<file path="config.mk">
export PLATFORM = sky130hd
export DESIGN_NAME = watch_calendar
export DESIGN_NICKNAME = d
export VERILOG_FILES = /design/src/rtl/watch_calendar.sv
export SDC_FILE = /design/constraint.sdc
export NUM_CORES = 1
export LEC_CHECK = 0
export CAP_MARGIN = 25
export CORE_ASPECT_RATIO = 0.5
export CORE_MARGIN = 2
export CORE_UTILIZATION = 30
export DETAILED_ROUTE_END_ITERATION = 8
export PLACE_DENSITY = 0.51
export SLEW_MARGIN = 5
export SYNTH_ARGS = -nofsm -noshare
export SYNTH_HDL_FRONTEND = slang
export SYNTH_SLANG_ARGS = --single-unit
</file>
<file path="constraint.sdc">
create_clock -name clk -period 12.6 [get_ports clk]
set_input_delay 3.78 -clock clk [delete_from_list [all_inputs] [get_ports clk]]
set_output_delay 3.78 -clock clk [all_outputs]
set_load 0.005 [all_outputs]
</file>
<file path="src/rtl/watch_calendar.sv">
// Watch timekeeping core: 1 Hz prescaler plus a sec/min/12h/AM-PM/day/month/year
// cascade with leap-year handling and a validated, clamped full date/time load.
module watch_calendar #(
    parameter int TICKS_PER_SEC = 1000
) (
    input  logic        clk,
    input  logic        rst,
    input  logic        run,
    input  logic        load,
    input  logic [14:0] load_year,
    input  logic [6:0]  load_month,
    input  logic [6:0]  load_day,
    input  logic        load_ap,
    input  logic [6:0]  load_hour,
    input  logic [6:0]  load_min,
    output logic [14:0] year,
    output logic [6:0]  month,
    output logic [6:0]  day,
    output logic        ap,
    output logic [6:0]  hour,
    output logic [6:0]  min,
    output logic [6:0]  sec,
    output logic        is_leap_year,
    output logic        sec_pulse
);

    localparam int            PW  = (TICKS_PER_SEC > 2) ? $clog2(TICKS_PER_SEC) : 1;
    localparam logic [PW-1:0] PTC = PW'(TICKS_PER_SEC - 1);

    function automatic logic leap_of(input logic [14:0] y);
        return (((y % 15'd4) == 15'd0) && ((y % 15'd100) != 15'd0)) ||
               ((y % 15'd400) == 15'd0);
    endfunction

    function automatic logic [6:0] days_in(input logic [6:0] m, input logic lp);
        case (m)
            7'd2:                       return lp ? 7'd29 : 7'd28;
            7'd4, 7'd6, 7'd9, 7'd11:    return 7'd30;
            default:                    return 7'd31;
        endcase
    endfunction

    logic [PW-1:0] pcnt_q, pcnt_d;
    logic [14:0]   year_q, year_d;
    logic [6:0]    month_q, month_d, day_q, day_d;
    logic [6:0]    hour_q, hour_d, min_q, min_d, sec_q, sec_d;
    logic          ap_q, ap_d, pulse_q, pulse_d;

    logic       load_ok;
    logic [6:0] load_dim;

    assign load_ok  = load && (load_month >= 7'd1) && (load_month <= 7'd12) &&
                      (load_hour <= 7'd11) && (load_min <= 7'd59) && (load_day != 7'd0);
    assign load_dim = days_in(load_month, leap_of(load_year));

    always_comb begin
        pcnt_d  = pcnt_q;
        year_d  = year_q;
        month_d = month_q;
        day_d   = day_q;
        ap_d    = ap_q;
        hour_d  = hour_q;
        min_d   = min_q;
        sec_d   = sec_q;
        pulse_d = 1'b0;
        if (load_ok) begin
            year_d  = load_year;
            month_d = load_month;
            day_d   = (load_day > load_dim) ? load_dim : load_day;
            ap_d    = load_ap;
            hour_d  = load_hour;
            min_d   = load_min;
            sec_d   = 7'd0;
            pcnt_d  = '0;
        end else if (run) begin
            if (pcnt_q == PTC) begin
                pcnt_d  = '0;
                pulse_d = 1'b1;
                if (sec_q == 7'd59) begin
                    sec_d = 7'd0;
                    if (min_q == 7'd59) begin
                        min_d = 7'd0;
                        if (hour_q == 7'd11) begin
                            hour_d = 7'd0;
                            ap_d   = ~ap_q;
                            // Only the PM->AM transition (midnight) starts a new day
                            if (ap_q) begin
                                if (day_q >= days_in(month_q, leap_of(year_q))) begin
                                    day_d = 7'd1;
                                    if (month_q == 7'd12) begin
                                        month_d = 7'd1;
                                        year_d  = year_q + 15'd1;
                                    end else begin
                                        month_d = month_q + 7'd1;
                                    end
                                end else begin
                                    day_d = day_q + 7'd1;
                                end
                            end
                        end else begin
                            hour_d = hour_q + 7'd1;
                        end
                    end else begin
                        min_d = min_q + 7'd1;
                    end
                end else begin
                    sec_d = sec_q + 7'd1;
                end
            end else begin
                pcnt_d = pcnt_q + PW'(1);
            end
        end
    end

    always_ff @(posedge clk or negedge rst) begin
        if (!rst) begin
            pcnt_q  <= '0;
            year_q  <= 15'd2019;
            month_q <= 7'd1;
            day_q   <= 7'd1;
            ap_q    <= 1'b0;
            hour_q  <= 7'd0;
            min_q   <= 7'd0;
            sec_q   <= 7'd0;
            pulse_q <= 1'b0;
        end else begin
            pcnt_q  <= pcnt_d;
            year_q  <= year_d;
            month_q <= month_d;
            day_q   <= day_d;
            ap_q    <= ap_d;
            hour_q  <= hour_d;
            min_q   <= min_d;
            sec_q   <= sec_d;
            pulse_q <= pulse_d;
        end
    end

    assign year         = year_q;
    assign month        = month_q;
    assign day          = day_q;
    assign ap           = ap_q;
    assign hour         = hour_q;
    assign min          = min_q;
    assign sec          = sec_q;
    assign sec_pulse    = pulse_q;
    assign is_leap_year = leap_of(year_q);

endmodule
</file>
==> results.md, run 1 <==
* Status: finished, final reports clean
* Routed vias at 8147
* Highest metal used: met4
* Final Critical Period at 11680 ps
* Max-Cap Viols at 0
* Avg Inst Size Synth at 7.185 um^2
* Number of synthesized flops with an enable pin at 0
* Met2 Wirelength at 10710 um
* Die Ht at 115.1 um
* # hold bufs at CTS at 0
* Most frequent cells in the layout: o21ai_0, nand2_1, nor2_1
* Gp weighted congestion at 0.8956
* Clock transition at path regs at 60 ps
* Fmax at 85.60 MHz
* Layout cells sized above 1 at 7.735%
* Yosys cell types at 103
* Crit start category: flop
* Cells after DPL at 1405
* Worst-path fanout max at 27
* Largest net degree at the start of global routing at 63
* Die area at 26020 um^2
* Worst relative slew slack at 25.10%
* Nets@finish at 1144
* Post-Layout Cell Count at 1422
* Drt initial violations at 761
* Clk buf depth at 2
* Htree depth at 3
* Synthesized cell area at 7401 um^2
* Met3 WL at 1136 um
* Leak at 3.329 nW
* Rows at 40
* Peak supply drop at 0.05158 mV
* WL met1 at 10930 um
* Most common cell after layout, fill and taps aside: o21ai_0
* Vias per cell at 5.729
* CTS tree: built
* Power Dens Cells at 85.95 nW/um^2
* Antenna Nets Post-Route at 0
* Clk sinks at 62
* R2R setup slack at 3340 ps
* Final period util at 92.72%
* Port-buffer cells at 100
* Grt ovf at 0
* DRT Pass-1 Iters at 8
* RSZ-0062 raised after global routing: false
* Routed WL per cell at 16.12 um
* Top FF cell, synth: dfrtp_1
* Post-Syn Instances at 1030
* Initial antenna violation count at 0
* Final setup viols at 0
* Largest cells by area after synthesis: dfrtp_1, o21ai_0, a21oi_1, nand2_1, nor2_1
* Post-CTS resize count at 0
* CTS root buffer: clkbuf_16
* Setup crit end kind: primary output
* Clk_lat worst skew at 340 ps
* HP Start: month[0]
* Clock Skew at 14.39 ps
* FFs w/ async S/R, synth at 100.0%
* Mapped Nets at 1093
* Worst Path Required at 8820 ps
* TNS Setup at 0 ps
* Area grow syn2layout at 20.37%
* Worst hold path class: reg -> reg
* Final wirelength at 22920 um
* Crit path kind: reg -> out
* Synth area leader: dfrtp_1
* Die width at 226.1 um
* First-pass GRT wire length at 37340 um
* DR DRC count at 0
* Vias in the first global route at 7228
* Sequential share of the synthesized area at 21.13%
* Ys Warns at 0
* CP arrival at 7900 ps
* Total CTS buffers at 9
* DP HPWL at 16930 um
* #FFs+latches synth at 62
* Post-synth top area share at 17.58%
* Core box area at 24120 um^2
* Post CTS Setup Buffer Count at 0
* Setup crit start: year[12]
* Tot GR Track Use at 17.32%
* Diode count at 0
* Worst-Margin Slew at 1095 ps
* Initial Utilization at 30.68%
* Final Slew Violations at 0
* # IOs at 101
* Hold Violations, Final at 0
* FF-to-FF Start: year[12]
final timing paths:
check / cells past startpoint / end
worst max-delay path: 19 / is_leap_year
worst min-delay path: 2 / month[0]
worst max register to register: 26 / month[5]
worst min register to register: 2 / month[0]
max in group asynchronous: 2 / pcnt_q[3]
min in group asynchronous: 2 / month[6]
per-layer routing:
layer,up-vias,GRT usage [%]
met4,0,2.851
met5,-,0
met3,17,2.300
li1,4017,-
met2,239,28.76
met1,3874,24.43
critical path, stage by stage, from the launching register on:
cell and delay [ps]:
dfrtp_1 850, nor3_1 220, a221o_1 440, a211o_1 340
mux2i_1 680, o21ai_0 420, a211oi_1 570, a211oi_1 170
mux2i_1 690, nor2_1 200, a2111oi_4 570, o211ai_1 240
o211ai_2 380, a221oi_2 130, a2111oi_0 350, nor2_1 140
o31a_1 290, o31ai_1 350, inv_1 80, clkdlybuf4s50_1 450
stage by stage:
| stage | utilization [%] | hold slack (ps) | total power [W] | setup slack (ps) | instance area, um^2 |
|---|---|---|---|---|---|
| floorplan | - | 490.8 | 0.0004214 | 2807 | 7401 |
| global placement | 35.52 | 510.2 | 0.0004852 | 1121 | 8568 |
| detailed placement | 35.52 | 520.5 | 0.0004837 | 852.8 | 8568 |
| CTS | 36.90 | 531.6 | 0.0007693 | 1047 | 8901 |
| global route | 36.93 | 546.9 | 0.0008120 | 101.3 | 8909 |
| finish | 36.93 | 533.5 | 0.0007657 | 917.3 | 8909 |
power breakdown:
group | switching [W] | total (W) | internal (W) | leakage, nW
Combinational | 0.000156 | 0.000269 | 0.000114 | 2.36
Clock | 0.000101 | 0.000281 | 0.000180 | 0.159
Sequential | 0.00000873 | 0.000216 | 0.000207 | 0.810
Total | 0.000265 | 0.000766 | 0.000501 | 3.33
synth_stat cells (all sizes together), types with 11 or more instances:
cell type / instances
nor3: 37
and3: 26
o31ai: 13
ha: 15
a21oi: 82
nand3: 45
buf: 26
a211oi: 11
nand2: 107
dfrtp: 52
o21ai: 111
mux2i: 17
o211ai: 13
or2: 14
nor2: 101
inv: 24
o22ai: 19
clkbuf: 41
a31oi: 15
nand2b: 14
nand4: 14
state kept, by name, summed over array words and instances (netlist names):
signal     flops
ap             1
day            7
hour           7
min            7
month          7
pcnt_q        10
sec            7
sec_pulse      1
year          15
logic make-up after synthesis:
family / share of synthesized area, %
flops: 21.13
fa+ha+maj: 2.806
simple gates: 28.32
xor+xnor: 2.012
compound gates: 36.94
mux: 3.415
buf+inv: 5.376
cell type report:
type | count | area, um^2
clock inverter | 6 | 93.84
timing repair buffer | 107 | 1049
fill | 2545 | 15210
inverter | 26 | 97.59
tap | 336 | 420.4
clock buffer | 10 | 239.0
multi-input combinational | 875 | 5445
sequential | 62 | 1564
Power figures use the tool's default switching activity.
==> inputs of run 2 (changes only) <==
--- a/config.mk
+++ b/config.mk
@@ -6,7 +6,7 @@
 export NUM_CORES = 1
 export LEC_CHECK = 0
 export CAP_MARGIN = 25
-export CORE_ASPECT_RATIO = 0.5
+export CORE_ASPECT_RATIO = 0.6
 export CORE_MARGIN = 2
 export CORE_UTILIZATION = 30
 export DETAILED_ROUTE_END_ITERATION = 8
==> run 2 against run 1 <==
Effect of this change:
- final cell count decreased by 0.63%
- sequential power about the same
- worst hold slack got worse by 11 ps
- utilization decreased by 0.29 points
- flip-flop and latch count unchanged
- first-iteration DRC count increased by 19%
- wire length increased by 3.4%
- setup slack improved by 11 ps
- maximum frequency about the same
- clock skew decreased by 7.0 ps
- count of clock-buffer cells in the layout decreased by 1
- largest power group is now combinational cells
- critical endpoint unchanged
- critical path type unchanged
- total power decreased by 5.1%
- highest routed layer unchanged
==> results.md, run 2 (same netlist as run 1, synthesis figures left out) <==
* Final Critical Period at 11670 ps (was 11680 ps)
* Htree depth at 3 (unchanged)
* Peak supply drop at 0.04892 mV (was 0.05158 mV)
* Power Dens Cells at 81.86 nW/um^2 (was 85.95 nW/um^2)
* Routed WL per cell at 16.77 um (was 16.12 um)
* Die area at 25980 um^2 (was 26020 um^2)
* Gp weighted congestion at 0.8639 (was 0.8956)
* CP arrival at 7890 ps (was 7900 ps)
* Worst hold path class: reg -> reg (unchanged)
* Hold Path Sink: hour[6] (was month[0])
* DRT Pass-1 Iters at 5 (was 8)
* Post-Layout Cell Count at 1413 (was 1422)
* Clk buf depth at 2 (unchanged)
* FF-to-FF Start: year[13] (was year[12])
* Final Slew Violations at 0 (unchanged)
* DR DRC count at 0 (unchanged)
* Filler cell count at 2556 (was 2545)
* CTS tree: built (unchanged)
* # hold bufs at CTS at 0 (unchanged)
* Total CTS buffers at 9 (unchanged)
* Clock power share at 32.2% (was 36.7%)
* Initial antenna violation count at 0 (unchanged)
* Drt initial violations at 904 (was 761)
* Fmax at 85.68 MHz (was 85.60 MHz)
* Die width at 206.8 um (was 226.1 um)
* Tot GR Track Use at 17.97% (was 17.32%)
* Port-buffer cells at 100 (unchanged)
* CP dominant cell by count: nor2_1
* Placed Area at 8581 um^2 (was 8568 um^2)
* R2R cell count at 27 (was 26)
* Setup crit end kind: primary output (unchanged)
* # IOs at 101 (unchanged)
* Slowest stage delay, CP at 870 ps (was 850 ps)
* Final Instance Area at 8876 um^2 (was 8909 um^2)
* Worst-Margin Slew at 910.2 ps (was 1095 ps)
* Grt ovf at 0 (unchanged)
* Final setup viols at 0 (unchanged)
* Cells after DPL at 1395 (was 1405)
* Core box area at 24220 um^2 (was 24120 um^2)
* Sw Ratio at 37.27% (was 34.63%)
* Final Power at 0.0007266 W (was 0.0007657 W)
* Leak at 3.323 nW (was 3.329 nW)
* Status: finished, final reports clean (unchanged)
* Logic pwr share at 38.2% (was 35.2%)
* Rows at 44 (was 40)
* Vias per cell at 5.759 (was 5.729)
* Crit-path cells: nand2_1, a22o_1, mux2i_1, a41oi_1, nor2_1, a2111oi_2, a211oi_1, mux2i_1, nor2_1, a2111oi_4, o211ai_1, o211ai_2, a221oi_2, a2111oi_0, nor2_1, o31a_1, o31ai_1, buf_4, inv_1, clkdlybuf4s50_1 (was nor3_1, a221o_1, a211o_1, mux2i_1, o21ai_0, a211oi_1, a211oi_1, mux2i_1, nor2_1, a2111oi_4, o211ai_1, o211ai_2, a221oi_2, a2111oi_0, nor2_1, o31a_1, o31ai_1, inv_1, clkdlybuf4s50_1)
* Clk sinks at 62 (unchanged)
* Crit start category: flop (unchanged)
* CTS root buffer: clkbuf_16 (unchanged)
* Clock Skew at 7.383 ps (was 14.39 ps)
* RR Endpoint: month[4] (was month[5])
* Clk_lat worst skew at 340 ps (about the same)
* First-pass GRT wire length at 38180 um (was 37340 um)
* Internal power at 0.0004558 W (was 0.0005005 W)
* Antenna Nets Post-Route at 0 (unchanged)
* Max reg flops at 15 (unchanged)
* R2R setup slack at 3390 ps (was 3340 ps)
* Vias in the first global route at 7008 (was 7228)
* TNS Setup at 0 ps (unchanged)
* Layout cells sized above 1 at 8.158% (was 7.735%)
* Post CTS Setup Buffer Count at 0 (unchanged)
* Reg power frac at 29.7% (was 28.2%)
* HP Start: hour[6] (was month[0])
* Diode count at 0 (unchanged)
* Initial Utilization at 30.55% (was 30.68%)
* Clock transition at path regs at 60 ps (about the same)
* Worst relative slew slack at 37.75% (was 25.10%)
* Psw at 0.0002708 W (was 0.0002652 W)
* Hold Violations, Final at 0 (unchanged)
* Post-CTS resize count at 0 (unchanged)
* Slowest CP cell: dfrtp_1 (unchanged)
* Most common cell after layout, fill and taps aside: o21ai_0 (unchanged)
* Die Ht at 125.7 um (was 115.1 um)
* RSZ-0062 raised after global routing: false (unchanged)
* DP HPWL at 17820 um (was 16930 um)
* Worst-path fanout max at 28 (was 27)
* Max-Cap Viols at 0 (unchanged)
* Final wirelength at 23700 um (was 22920 um)
* Worst hold stages at 1 (was 2)
* Routed vias at 8137 (was 8147)
* Worst Path Required at 8820 ps (about the same)
* Area grow syn2layout at 19.93% (was 20.37%)
* Most frequent cells in the layout: o21ai_0, nand2_1, nor2_1 (unchanged)
* Nets@finish at 1149 (was 1144)
* Final period util at 92.63% (was 92.72%)
* Crit path kind: reg -> out (unchanged)
* Largest net degree at the start of global routing at 63 (unchanged)
==> run 2: changes by cell type in the layout (fill, tap and decap cells not counted), sizes merged <==
cell and delta:
bufinv -2, clkinvlp +2, buf +5, clkinv +1, clkbuf -1
==> run 2: worst max-delay path, delay by kind of cell (launching register included) <==
kind,cells,cell delay (ps)
buffers and inverters,3,690
multiplexers,2,1180
flip-flops,1,870
AO/OA/AOI/OAI,11,3540
AND/OR/NAND/NOR,4,1230
==> run 2: metrics by stage <==
step / setup WS [ps] / hold slack [ps] / utilization [%]
5_1_grt: 193.8 / 548.6 / 36.64
3_3_place_gp: 1098 / 503.8 / 35.42
2_1_floorplan: 2807 / 490.8 / -
4_1_cts: 1012 / 518.3 / 36.56
6_report: 928.8 / 522.6 / 36.64
3_5_place_dp: 916.2 / 510.7 / 35.42
==> run 2: worst max-delay path by stage <==
stage	start	to	slack (ps)	depth (start not counted)
6_report	year[13]	is_leap_year	930	20
5_1_grt	year[14]	is_leap_year	190	20
4_1_cts	year[13]	is_leap_year	1010	20
3_5_place_dp	load_year[14]	day[1]	920	26
3_3_place_gp	load_year[14]	day[1]	1100	28
2_1_floorplan	load_year[13]	day[1]	2810	27
==> run 2: final cells by class <==
| class | instances | area [um^2] | area share (%) |
|---|---|---|---|
| Multi-Input combinational cell | 875 | 5445 | 61.35 |
| Sequential cell | 62 | 1564 | 17.62 |
| Timing Repair Buffer | 112 | 1091 | 12.29 |
| Tap cell | 322 | 402.9 | 4.539 |
| Clock buffer | 9 | 225.2 | 2.537 |
| Inverter | 26 | 97.59 | 1.100 |
| Clock inverter | 7 | 50.05 | 0.5639 |
==> run 2: routing by layer <==
| layer | up-vias | part of all wire (%) | global-route usage [%] |
|---|---|---|---|
| met1 | 3779 | 54 | 29.80 |
| met4 | 0 | 0.84 | 3.171 |
| met3 | 12 | 7.7 | 3.804 |
| met2 | 303 | 38 | 23.04 |
| li1 | 4043 | - | - |
| met5 | - | 0 | 0 |
==> run 2: power groups by stage <==
stage | clock [W] | sequential [W] | combinational [W]
floorplan | 0 | 0.000217 | 0.000205
global placement | 0 | 0.000219 | 0.000272
detailed placement | 0 | 0.000219 | 0.000270
CTS | 0.000241 | 0.000216 | 0.000271
global route | 0.000247 | 0.000217 | 0.000303
finish | 0.000234 | 0.000216 | 0.000277
